### config.mk
export PLATFORM = sky130hd
export DESIGN_NAME = cache_controller_param_flat
export DESIGN_NICKNAME = d
export VERILOG_FILES = /design/src/rtl/cache_controller_param_if.sv /design/src/rtl/cache_controller_param.sv /design/src/flat_wrapper.sv
export SDC_FILE = /design/constraint.sdc
export NUM_CORES = 1
export LEC_CHECK = 0
export CORE_MARGIN = 2
export CORE_UTILIZATION = 42
export CTS_CLUSTER_SIZE = 25
export DETAILED_ROUTE_END_ITERATION = 10
export HOLD_SLACK_MARGIN = 0.12
export PLACE_DENSITY = 0.74
export SLEW_MARGIN = 20
export SYNTH_ARGS = -nofsm -noshare
export SYNTH_HDL_FRONTEND = slang
export SYNTH_SLANG_ARGS = --single-unit
### constraint.sdc
create_clock -name clock -period 4.7 [get_ports clock]
set_clock_uncertainty 0.15 [all_clocks]
set_input_delay 0.705 -clock clock [delete_from_list [all_inputs] [get_ports clock]]
set_output_delay 0.705 -clock clock [all_outputs]
set_load 0.01 [all_outputs]
### src/rtl/cache_controller_param_if.sv
// CPU/array/memory bundle for cache_controller_param; slave = controller, master = cache array + CPU + memory side.
// Widths follow the controller's TAG_W/INDEX_W/BLOCK_W/COUNT_W parameters.
interface cache_controller_param_if #(
    parameter int TAG_W   = 3,
    parameter int INDEX_W = 3,
    parameter int BLOCK_W = 32,
    parameter int COUNT_W = 16
);
    localparam int ADDR_W = TAG_W + INDEX_W;

    logic               read;
    logic               write;
    logic               hit;
    logic               dirty;
    logic [TAG_W-1:0]   req_tag;
    logic [INDEX_W-1:0] req_index;
    logic [TAG_W-1:0]   victim_tag;
    logic [BLOCK_W-1:0] victim_data;
    logic               busywait;
    logic               mem_read;
    logic               mem_write;
    logic [ADDR_W-1:0]  mem_address;
    logic [BLOCK_W-1:0] mem_writedata;
    logic [BLOCK_W-1:0] mem_readdata;
    logic               mem_busywait;
    logic               fill_en;
    logic [TAG_W-1:0]   fill_tag;
    logic [INDEX_W-1:0] fill_index;
    logic [BLOCK_W-1:0] fill_data;
    logic               clear_counters;
    logic [COUNT_W-1:0] hit_count;
    logic [COUNT_W-1:0] miss_count;
    logic [COUNT_W-1:0] wb_count;

    modport slave (
        input  read, write, hit, dirty, req_tag, req_index, victim_tag, victim_data,
        input  mem_readdata, mem_busywait, clear_counters,
        output busywait, mem_read, mem_write, mem_address, mem_writedata,
        output fill_en, fill_tag, fill_index, fill_data, hit_count, miss_count, wb_count
    );

    modport master (
        output read, write, hit, dirty, req_tag, req_index, victim_tag, victim_data,
        output mem_readdata, mem_busywait, clear_counters,
        input  busywait, mem_read, mem_write, mem_address, mem_writedata,
        input  fill_en, fill_tag, fill_index, fill_data, hit_count, miss_count, wb_count
    );
endinterface

### src/rtl/cache_controller_param.sv
// Write-back/write-allocate cache controller: miss costs WRITE_BACK(>=2, dirty only) + MEM_READ(>=2) + FILL(1) cycles.
// Stalls the CPU via busywait (combinational on a miss in IDLE); waits on mem_busywait busy-then-free handshakes.
module cache_controller_param #(
    parameter int TAG_W   = 3,
    parameter int INDEX_W = 3,
    parameter int BLOCK_W = 32,
    parameter int COUNT_W = 16
) (
    input logic                    clock,
    input logic                    reset,
    cache_controller_param_if.slave bus
);
    localparam int ADDR_W = TAG_W + INDEX_W;

    typedef enum logic [1:0] {
        IDLE       = 2'd0,
        WRITE_BACK = 2'd1,
        MEM_READ   = 2'd2,
        FILL       = 2'd3
    } state_t;

    state_t state, state_next;

    logic [TAG_W-1:0]   req_tag_r;
    logic [INDEX_W-1:0] req_index_r;
    logic [TAG_W-1:0]   victim_tag_r;
    logic [BLOCK_W-1:0] victim_data_r;
    logic               seen_busy;
    logic               refill_pending;
    logic [BLOCK_W-1:0] fill_data_r;
    logic [TAG_W-1:0]   fill_tag_r;
    logic [INDEX_W-1:0] fill_index_r;
    logic [COUNT_W-1:0] hit_cnt, miss_cnt, wb_cnt;

    logic               access, miss, done, mem_phase;
    logic               busywait_c, mem_read_c, mem_write_c, fill_en_c;
    logic [ADDR_W-1:0]  mem_address_c;
    logic [BLOCK_W-1:0] mem_writedata_c;
    logic               hit_inc, miss_inc, wb_inc;

    assign access    = bus.read | bus.write;
    assign miss      = access & ~bus.hit;
    // Completion needs a busy period first, so a stale free cycle at entry is ignored.
    assign done      = seen_busy & ~bus.mem_busywait;
    assign mem_phase = (state == WRITE_BACK) || (state == MEM_READ);

    always_ff @(posedge clock or posedge reset) begin
        if (reset) state <= IDLE;
        else       state <= state_next;
    end

    always_comb begin
        state_next      = state;
        busywait_c      = 1'b0;
        mem_read_c      = 1'b0;
        mem_write_c     = 1'b0;
        mem_address_c   = '0;
        mem_writedata_c = '0;
        fill_en_c       = 1'b0;
        case (state)
            IDLE: begin
                busywait_c = miss;
                if (miss) state_next = bus.dirty ? WRITE_BACK : MEM_READ;
            end
            WRITE_BACK: begin
                busywait_c      = 1'b1;
                mem_write_c     = 1'b1;
                mem_address_c   = {victim_tag_r, req_index_r};
                mem_writedata_c = victim_data_r;
                if (done) state_next = MEM_READ;
            end
            MEM_READ: begin
                busywait_c    = 1'b1;
                mem_read_c    = 1'b1;
                mem_address_c = {req_tag_r, req_index_r};
                if (done) state_next = FILL;
            end
            FILL: begin
                busywait_c = 1'b1;
                fill_en_c  = 1'b1;
                state_next = IDLE;
            end
            default: state_next = IDLE;
        endcase
    end

    always_ff @(posedge clock or posedge reset) begin
        if (reset) begin
            req_tag_r      <= '0;
            req_index_r    <= '0;
            victim_tag_r   <= '0;
            victim_data_r  <= '0;
            seen_busy      <= 1'b0;
            refill_pending <= 1'b0;
            fill_data_r    <= '0;
            fill_tag_r     <= '0;
            fill_index_r   <= '0;
        end else begin
            if (state == IDLE && miss) begin
                req_tag_r     <= bus.req_tag;
                req_index_r   <= bus.req_index;
                victim_tag_r  <= bus.victim_tag;
                victim_data_r <= bus.victim_data;
            end
            if (mem_phase && state_next == state) seen_busy <= seen_busy | bus.mem_busywait;
            else                                  seen_busy <= 1'b0;
            if (state == MEM_READ && done) begin
                fill_data_r  <= bus.mem_readdata;
                fill_tag_r   <= req_tag_r;
                fill_index_r <= req_index_r;
            end
            if (state == FILL)                         refill_pending <= 1'b1;
            else if (state == IDLE && access && bus.hit) refill_pending <= 1'b0;
        end
    end

    assign hit_inc  = (state == IDLE) && access && bus.hit && !refill_pending;
    assign miss_inc = (state == IDLE) && miss;
    assign wb_inc   = (state == WRITE_BACK) && done;

    always_ff @(posedge clock or posedge reset) begin
        if (reset) begin
            hit_cnt  <= '0;
            miss_cnt <= '0;
            wb_cnt   <= '0;
        end else if (bus.clear_counters) begin
            hit_cnt  <= '0;
            miss_cnt <= '0;
            wb_cnt   <= '0;
        end else begin
            if (hit_inc  && hit_cnt  != {COUNT_W{1'b1}}) hit_cnt  <= hit_cnt  + COUNT_W'(1);
            if (miss_inc && miss_cnt != {COUNT_W{1'b1}}) miss_cnt <= miss_cnt + COUNT_W'(1);
            if (wb_inc   && wb_cnt   != {COUNT_W{1'b1}}) wb_cnt   <= wb_cnt   + COUNT_W'(1);
        end
    end

    // The IDLE stall is combinational on CPU inputs, so reset must mask it directly.
    assign bus.busywait      = busywait_c & ~reset;
    assign bus.mem_read      = mem_read_c;
    assign bus.mem_write     = mem_write_c;
    assign bus.mem_address   = mem_address_c;
    assign bus.mem_writedata = mem_writedata_c;
    assign bus.fill_en       = fill_en_c;
    assign bus.fill_tag      = fill_tag_r;
    assign bus.fill_index    = fill_index_r;
    assign bus.fill_data     = fill_data_r;
    assign bus.hit_count     = hit_cnt;
    assign bus.miss_count    = miss_cnt;
    assign bus.wb_count      = wb_cnt;
endmodule

### src/flat_wrapper.sv
// flat-port wrapper written by rule: the top's interface ports become plain ports
module cache_controller_param_flat 
#(
    parameter int TAG_W   = 3,
    parameter int INDEX_W = 3,
    parameter int BLOCK_W = 32,
    parameter int COUNT_W = 16
)
  (clock, reset, bus_read, bus_write, bus_hit, bus_dirty, bus_req_tag, bus_req_index, bus_victim_tag, bus_victim_data, bus_mem_readdata, bus_mem_busywait, bus_clear_counters, bus_busywait, bus_mem_read, bus_mem_write, bus_mem_address, bus_mem_writedata, bus_fill_en, bus_fill_tag, bus_fill_index, bus_fill_data, bus_hit_count, bus_miss_count, bus_wb_count);
  cache_controller_param_if #(.TAG_W(TAG_W), .INDEX_W(INDEX_W), .BLOCK_W(BLOCK_W), .COUNT_W(COUNT_W)) bus_i ();
  input logic clock;
  input logic reset;
  input wire logic [$bits(bus_i.read)-1:0] bus_read;
  input wire logic [$bits(bus_i.write)-1:0] bus_write;
  input wire logic [$bits(bus_i.hit)-1:0] bus_hit;
  input wire logic [$bits(bus_i.dirty)-1:0] bus_dirty;
  input wire logic [$bits(bus_i.req_tag)-1:0] bus_req_tag;
  input wire logic [$bits(bus_i.req_index)-1:0] bus_req_index;
  input wire logic [$bits(bus_i.victim_tag)-1:0] bus_victim_tag;
  input wire logic [$bits(bus_i.victim_data)-1:0] bus_victim_data;
  input wire logic [$bits(bus_i.mem_readdata)-1:0] bus_mem_readdata;
  input wire logic [$bits(bus_i.mem_busywait)-1:0] bus_mem_busywait;
  input wire logic [$bits(bus_i.clear_counters)-1:0] bus_clear_counters;
  output wire logic [$bits(bus_i.busywait)-1:0] bus_busywait;
  output wire logic [$bits(bus_i.mem_read)-1:0] bus_mem_read;
  output wire logic [$bits(bus_i.mem_write)-1:0] bus_mem_write;
  output wire logic [$bits(bus_i.mem_address)-1:0] bus_mem_address;
  output wire logic [$bits(bus_i.mem_writedata)-1:0] bus_mem_writedata;
  output wire logic [$bits(bus_i.fill_en)-1:0] bus_fill_en;
  output wire logic [$bits(bus_i.fill_tag)-1:0] bus_fill_tag;
  output wire logic [$bits(bus_i.fill_index)-1:0] bus_fill_index;
  output wire logic [$bits(bus_i.fill_data)-1:0] bus_fill_data;
  output wire logic [$bits(bus_i.hit_count)-1:0] bus_hit_count;
  output wire logic [$bits(bus_i.miss_count)-1:0] bus_miss_count;
  output wire logic [$bits(bus_i.wb_count)-1:0] bus_wb_count;
  assign bus_i.read = bus_read;
  assign bus_i.write = bus_write;
  assign bus_i.hit = bus_hit;
  assign bus_i.dirty = bus_dirty;
  assign bus_i.req_tag = bus_req_tag;
  assign bus_i.req_index = bus_req_index;
  assign bus_i.victim_tag = bus_victim_tag;
  assign bus_i.victim_data = bus_victim_data;
  assign bus_i.mem_readdata = bus_mem_readdata;
  assign bus_i.mem_busywait = bus_mem_busywait;
  assign bus_i.clear_counters = bus_clear_counters;
  assign bus_busywait = bus_i.busywait;
  assign bus_mem_read = bus_i.mem_read;
  assign bus_mem_write = bus_i.mem_write;
  assign bus_mem_address = bus_i.mem_address;
  assign bus_mem_writedata = bus_i.mem_writedata;
  assign bus_fill_en = bus_i.fill_en;
  assign bus_fill_tag = bus_i.fill_tag;
  assign bus_fill_index = bus_i.fill_index;
  assign bus_fill_data = bus_i.fill_data;
  assign bus_hit_count = bus_i.hit_count;
  assign bus_miss_count = bus_i.miss_count;
  assign bus_wb_count = bus_i.wb_count;
  cache_controller_param #(.TAG_W(TAG_W), .INDEX_W(INDEX_W), .BLOCK_W(BLOCK_W), .COUNT_W(COUNT_W)) u_core (.clock(clock), .reset(reset), .bus(bus_i));
endmodule
==> results of run 1 <==
[layout make-up]
class | count | area share
clock buffer | 24 | 0.0548
clock inverter | 8 | 0.0138
inverter | 9 | 0.00432
multi-input combinational | 362 | 0.299
sequential | 131 | 0.365
tap | 180 | 0.0251
timing repair buffer | 213 | 0.238
[synthesized netlist by cell type (all sizes together) (4+ instances only)]
cell	instances
and2	39
nor2b	8
nand3	17
ha	8
xor2	21
mux2	80
dfrtp	131
and3	7
a21oi	9
nand2	16
inv	9
clkbuf	13
mux2i	6
and4	4
nand4	22
o21ai	8
nor4	6
xnor2	16
nor3	11
buf	7
nor2	53
[power by group through the flow]
stage          combinational, W  clock (W)  sequential (W)
2_1_floorplan          0.000694          0         0.00167
3_3_place_gp            0.00144          0         0.00163
3_5_place_dp            0.00147          0         0.00166
4_1_cts                 0.00149    0.00140         0.00164
5_1_grt                 0.00158    0.00146         0.00169
6_report                0.00146    0.00137         0.00164
[registers in the layout, summed over array words and instances, names as in the netlist, 2 cells and up]
register,cells
u_core.bus.hit_count,16
u_core.bus.fill_index,3
u_core.state,2
u_core.bus.wb_count,16
u_core.bus.miss_count,16
u_core.bus.fill_data,32
u_core.req_index_r,3
u_core.bus.fill_tag,3
u_core.req_tag_r,3
u_core.victim_tag_r,3
u_core.victim_data_r,32
[worst max-delay path by stage]
stage	startpoint	endpoint	slack, ps	cells past startpoint
finish	u_core.state[1]	bus_mem_address[0]	1180	7
global route	u_core.state[1]	bus_mem_address[0]	940	7
CTS	u_core.state[1]	bus_mem_address[0]	1110	7
detailed placement	bus_hit	bus_busywait	1500	4
global placement	bus_hit	bus_busywait	1500	4
floorplan	reset	u_core.bus.fill_data[0]	350	1
[kinds of logic (layout without fill, tap and decap cells)]
kind of cell / count (synthesis) / after routing / share of synthesized area
flops: 131 / 131 / 0.539
compound gates: 31 / 31 / 0.0329
simple gates: 200 / 200 / 0.179
xor+xnor: 37 / 37 / 0.0533
buf+inv: 29 / 254 / 0.0206
fa+ha+maj: 8 / 8 / 0.0165
mux: 86 / 86 / 0.158
[per-layer routing]
layer,vias up,track usage,wire (µm)
li1,2246,-,-
met1,2417,0.248,6260
met2,186,0.358,7950
met3,26,0.101,1640
met4,0,0.0740,320
met5,-,0,0
[cell usage in the layout (no fill, tap or decap), types with 9 or more instances in the layout]
cell                              instances
sky130_fd_sc_hd__a21oi_1                  9
sky130_fd_sc_hd__clkdlybuf4s50_1        208
sky130_fd_sc_hd__xnor2_1                 16
sky130_fd_sc_hd__clkbuf_16               17
sky130_fd_sc_hd__dfrtp_1                131
sky130_fd_sc_hd__mux2_2                  80
sky130_fd_sc_hd__nor3_1                  11
sky130_fd_sc_hd__and2_1                  38
sky130_fd_sc_hd__nand2_1                 16
sky130_fd_sc_hd__nand4_1                 21
sky130_fd_sc_hd__xor2_1                  21
sky130_fd_sc_hd__nand3_1                 17
sky130_fd_sc_hd__nor2_1                  52
[metrics by stage]
stage / worst slack, ps / power (W) / area (µm²) / std cells
floorplan: 347 / 0.00236 / 6080 / 522
global route: 938 / 0.00472 / 8970 / 927
global placement: 1500 / 0.00307 / 8350 / 895
CTS: 1110 / 0.00453 / 8970 / 927
detailed placement: 1500 / 0.00313 / 8350 / 895
finish: 1180 / 0.00447 / 8970 / 927
==> results.txt, run 1 <==
----------------------------------------------------
[Synthesis]
  Sequential area share after synthesis ... 0.539
  Cell accounting for the most synthesized area ... sky130_fd_sc_hd__dfrtp_1
  Share of async-settable or async-resettable flops after synthesis ... 1.00
  Synth warnings ... 0
  Synth Net Count ... 611
  Post-synthesis register bit count ... around 130
  Top area cells in the synthesized netlist ... sky130_fd_sc_hd__dfrtp_1, sky130_fd_sc_hd__mux2_2, sky130_fd_sc_hd__and2_1
  Number of distinct library cells after synthesis ... between 40 and 50
  Mean cell area of the mapped netlist ... approximately 12 µm²
  Post-synthesis instance area ... 0.00608 mm²
  Area fraction of the dominant cell type after synthesis ... 0.539
  Cells after synthesis ... 522
  Leading register cell type out of synthesis ... sky130_fd_sc_hd__dfrtp_1
  Number of synthesized flops with an enable pin ... 0

[Worst setup path]
  Endpoint of the lowest-slack register-to-register path ... u_core.bus.miss_count[10]
  Largest stage delay on the critical path ... approximately 550 ps
  Worst endpoint required time ... slightly below 4000 ps
  Worst reg2reg path startpoint ... u_core.state[1]
  Data arrival, critical path ... 2670 ps
  Worst setup slack for register-to-register paths ... 2010 ps
  Worst reg2reg path depth ... 7
  Count of buffering cells on the critical path with inverters included ... 3
  Setup crit end kind ... output port
  Crit start category ... flop
  Cell at the slowest stage of the critical path ... sky130_fd_sc_hd__clkdlybuf4s50_1
  Largest driver fanout on the critical path ... 40
  Kind of cell adding the most delay to the critical path ... buffers and inverters
  Crit path kind ... flop to output port
  Crit-path cells ... inv_1 -> ha_1 -> buf_4 -> nor2_1 -> nor2b_1 -> and2_1 -> clkdlybuf4s50_1

[Finish]
  Multi-input logic area ... 0.00268 mm²
  Antenna cell count ... 0
  P&R area growth vs syn ... 47.6%
  Utilization of the core after routing ... 0.641
  Filler cells ... 1078
  Area of all sequential standard cells ... 0.00328 mm²
  Share of layout cells above drive strength 1 ... 0.169
  Net count reported at finish ... just over 800

[Detailed routing]
  Per-cell routed wire length ... between 15 and 20 µm
  Drt first pass iters ... 4
  Total via count after detailed routing ... roughly 4.9k
  # DRC ... 0
  Routed Antenna Nets ... 0
  Total detailed-routing wirelength ... between 15 and 20 mm
  Via density per instance ... 5.26
  Initial DRC count ... 204

[GRT]
  Remaining global-route overflow ... 0
  Initial antenna violation count ... 0
  GRT Resource Usage Total ... 0.217
  Global-route wire length before repair ... 26.7 mm
  Number of global-route vias before repair ... about 5.1k
  Maximum number of pins on one net before global-route repair ... slightly above 80

[Clock tree]
  Clock tree from TritonCTS ... done
  Post_cts resized ... 0
  Clock insertion delay at the later pin of the skew report ... 420 ps
  Buffer levels on the longest clock path ... 2
  Root Driver ... sky130_fd_sc_hd__clkbuf_16
  H-tree levels ... 4
  Post-CTS Repair Setup Buffers ... 0
  Cts hold-fix bufs ... 0
  TritonCTS Sinks ... ~130
  Number of CTS-inserted buffers ... 17
  Clock-pin slew on the worst setup and hold paths ... 60 ps

[STA]
  Relative max-transition margin ... 0.356
  Period utilization ... 0.749
  Max frequency ... about 280 MHz
  Worst hold slack ... ~350 ps
  Final-report max-slew violation count ... 0
  Hold Fails Final Rpt ... 0
  Number of failing setup endpoints in the final timing report ... 0
  Setup TNS Final ... 0 ps
  Setup repair after global routing missed its margin ... false
  Crit path time final ... 3520 ps
  Actual transition at the worst max-transition pin ... around 960 ps

[Min path]
  Hold path endpoint ... u_core.victim_data_r[4]
  Cells on Worst Hold Path ... 1
  Hold Path Origin ... u_core.victim_data_r[4]
  Hold Path Class ... flop to flop

[Floorplan]
  DIE HEIGHT ... about 120 µm
  Core Rows ... 43
  Initial standard-cell utilization of the core ... 0.434
  Die Wd ... between 100 and 150 µm
  Area of the die ... 0.0154 mm²
  Number of ports placed on the die boundary ... about 210
  Core region area ... ~0.014 mm²

[Power]
  Logic gate share of total power ... 0.326
  Sw Share ... 0.284
  Part of the total power dissipated in sequential elements ... 0.367
  Clock Power Share ... 0.307
  Areal power density over the cells ... 498 mW/mm²
  LEAKAGE ... ~3.7 nW
  Max VDD drop ... between 0.0003 and 0.0004 V
  Net switching power ... 0.00127 W
  Cell-internal power ... around 0.0032 W

[Placement]
  Hpwl dp ... 11.4 mm
  Quantity of I/O buffers inserted on ports ... 208
  RD Place Congestion ... 0.840

[Run]
  Number of max-cap violations ... 0

[Run status]
  Result of the run ... finished, final reports clean

----------------------------------------------------
Note: power is estimated with default switching activity, not from simulation.
==> inputs of run 2 (changes only) <==
==> constraint.sdc (replaced) <==
create_clock -name clock -period 3.55 [get_ports clock]
set_clock_uncertainty 0.15 [all_clocks]
set_input_delay 0.5325 -clock clock [delete_from_list [all_inputs] [get_ports clock]]
set_output_delay 0.5325 -clock clock [all_outputs]
set_load 0.01 [all_outputs]
==> results.txt, run 2 (synthesis results as in run 1) <==
----------------------------------------------------
[Run status]
  Result of the run ... finished, final reports clean

[Floorplan]
  Initial standard-cell utilization of the core ... 0.434
  Core Rows ... 43
  DIE HEIGHT ... around 120 µm
  Core region area ... between 0.01 and 0.015 mm²
  Number of ports placed on the die boundary ... around 210
  Die Wd ... 124 µm
  Area of the die ... about 0.015 mm²

[Finish]
  Share of layout cells above drive strength 1 ... 0.170
  Most frequent cells in the layout ... sky130_fd_sc_hd__clkdlybuf4s50_1, sky130_fd_sc_hd__dfrtp_1, sky130_fd_sc_hd__mux2_2
  Antenna cell count ... 0
  P&R area growth vs syn ... 48.0%
  Net count reported at finish ... slightly above 800
  Utilization of the core after routing ... 0.643
  Most common cell after layout, fill and taps aside ... sky130_fd_sc_hd__clkdlybuf4s50_1

[Clock tree]
  Clock tree from TritonCTS ... done
  Cts hold-fix bufs ... 0
  Post-CTS Repair Setup Buffers ... 0
  Root Driver ... sky130_fd_sc_hd__clkbuf_16
  Clock-pin slew on the worst setup and hold paths ... about 60 ps
  Post_cts resized ... 0
  Number of CTS-inserted buffers ... 17
  H-tree levels ... 4
  TritonCTS Sinks ... around 130
  Clock insertion delay at the later pin of the skew report ... between 400 and 500 ps
  Buffer levels on the longest clock path ... 2

[Min path]
  Hold Path Class ... flop to flop
  Cells on Worst Hold Path ... 1
  Hold Path Origin ... u_core.victim_data_r[16]
  Hold path endpoint ... u_core.victim_data_r[16]

[Detailed routing]
  # DRC ... 0
  Total via count after detailed routing ... 4812
  Per-cell routed wire length ... between 15 and 20 µm
  Drt first pass iters ... 4
  Total detailed-routing wirelength ... 15.9 mm
  Via density per instance ... 5.19
  Routed Antenna Nets ... 0
  Initial DRC count ... 155

[GRT]
  Number of global-route vias before repair ... 5210
  Remaining global-route overflow ... 0
  Global-route wire length before repair ... approximately 26 mm
  Maximum number of pins on one net before global-route repair ... 64
  Initial antenna violation count ... 0
  GRT Resource Usage Total ... 0.213

[STA]
  Hold Fails Final Rpt ... 0
  Actual transition at the worst max-transition pin ... 856 ps
  Crit path time final ... 3160 ps
  Setup TNS Final ... 0 ps
  Final-report max-slew violation count ... 0
  Max frequency ... 316 MHz
  Period utilization ... 0.891
  Relative max-transition margin ... 0.424
  Number of failing setup endpoints in the final timing report ... 0
  Setup repair after global routing missed its margin ... false

[Power]
  Max VDD drop ... around 0.00047 V
  Areal power density over the cells ... around 650 mW/mm²
  LEAKAGE ... approximately 3.8 nW

[Placement]
  RD Place Congestion ... between 0.8 and 0.9
  Hpwl dp ... around 11 mm
  Quantity of I/O buffers inserted on ports ... ~210

[Worst setup path]
  Worst reg2reg path depth ... 7
  Largest stage delay on the critical path ... 540 ps
  Worst reg2reg path startpoint ... u_core.state[1]
  Worst setup slack for register-to-register paths ... approximately 850 ps
  Worst endpoint required time ... ~2900 ps
  Count of buffering cells on the critical path with inverters included ... 2
  Cell at the slowest stage of the critical path ... sky130_fd_sc_hd__clkdlybuf4s50_1
  Data arrival, critical path ... about 2500 ps
  Crit-path cells ... inv_1 -> ha_1 -> nor2_1 -> nor2b_1 -> and2_1 -> clkdlybuf4s50_1
  Setup crit end kind ... output port
  Largest driver fanout on the critical path ... 6
  Crit path kind ... flop to output port
  Endpoint of the lowest-slack register-to-register path ... u_core.bus.miss_count[8]
  Crit start category ... flop
  Kind of cell adding the most delay to the critical path ... buffers and inverters

[Run]
  Number of max-cap violations ... 0

----------------------------------------------------
[run 2: changes by cell type in the layout (fill, tap and decap cells not counted)]
cell and delta:
sky130_fd_sc_hd__buf_12 +3, sky130_fd_sc_hd__buf_4 -2, sky130_fd_sc_hd__clkbuf_8 -2, sky130_fd_sc_hd__clkinv_2 +3
sky130_fd_sc_hd__inv_6 -1
[run 2: metal layers]
layer | vias up | global-route usage | wire (µm)
met5 | - | 0 | 0
met4 | 0 | 0.0734 | 199
met3 | 16 | 0.0941 | 1490
met2 | 172 | 0.350 | 7670
met1 | 2380 | 0.250 | 6510
li1 | 2244 | - | -
[run 2: worst register-to-register path, delay by kind of cell, from the launching register on]
family / cells / cell delay [ps]
and+or+nand+nor: 3 / 1020
adders and majority gates: 1 / 280
DFF: 1 / 410
buffers and inverters: 1 / 180
AOI/OAI and AO/OA: 2 / 500
[run 2: report_power, final]
group          switching [W]  internal [W]
sequential          0.000245       0.00193
combinational       0.000780       0.00116
clock               0.000643       0.00114
total                0.00167       0.00422
[run 2: layout make-up]
class,count,area [µm²]
timing repair buffer,214,2180
tap,180,225
sequential,131,3280
multi-input combinational,362,2680
fill,1114,4990
clock buffer,22,464
clock inverter,10,131
inverter,9,37.5
[run 2: worst max path at each step]
stage	from	to	slack (ps)	depth (start not counted)
global placement	bus_hit	bus_busywait	700	4
floorplan	reset	u_core.bus.fill_data[0]	1240	1
CTS	u_core.state[1]	bus_mem_address[1]	390	6
detailed placement	bus_hit	bus_busywait	680	4
global route	u_core.state[1]	bus_mem_address[0]	280	6
finish	u_core.state[1]	bus_mem_address[2]	390	6
[run 2: per-stage QoR]
step	power (W)	instances	hold slack (ps)	worst slack, ps	instance area (µm²)
after floorplan	0.00313	522	322	1240	6080
after global placement	0.00409	896	332	696	8400
after detailed placement	0.00415	896	337	683	8400
after CTS	0.00595	928	349	392	8990
after global routing	0.00621	928	363	276	8990
final	0.00589	928	348	387	8990
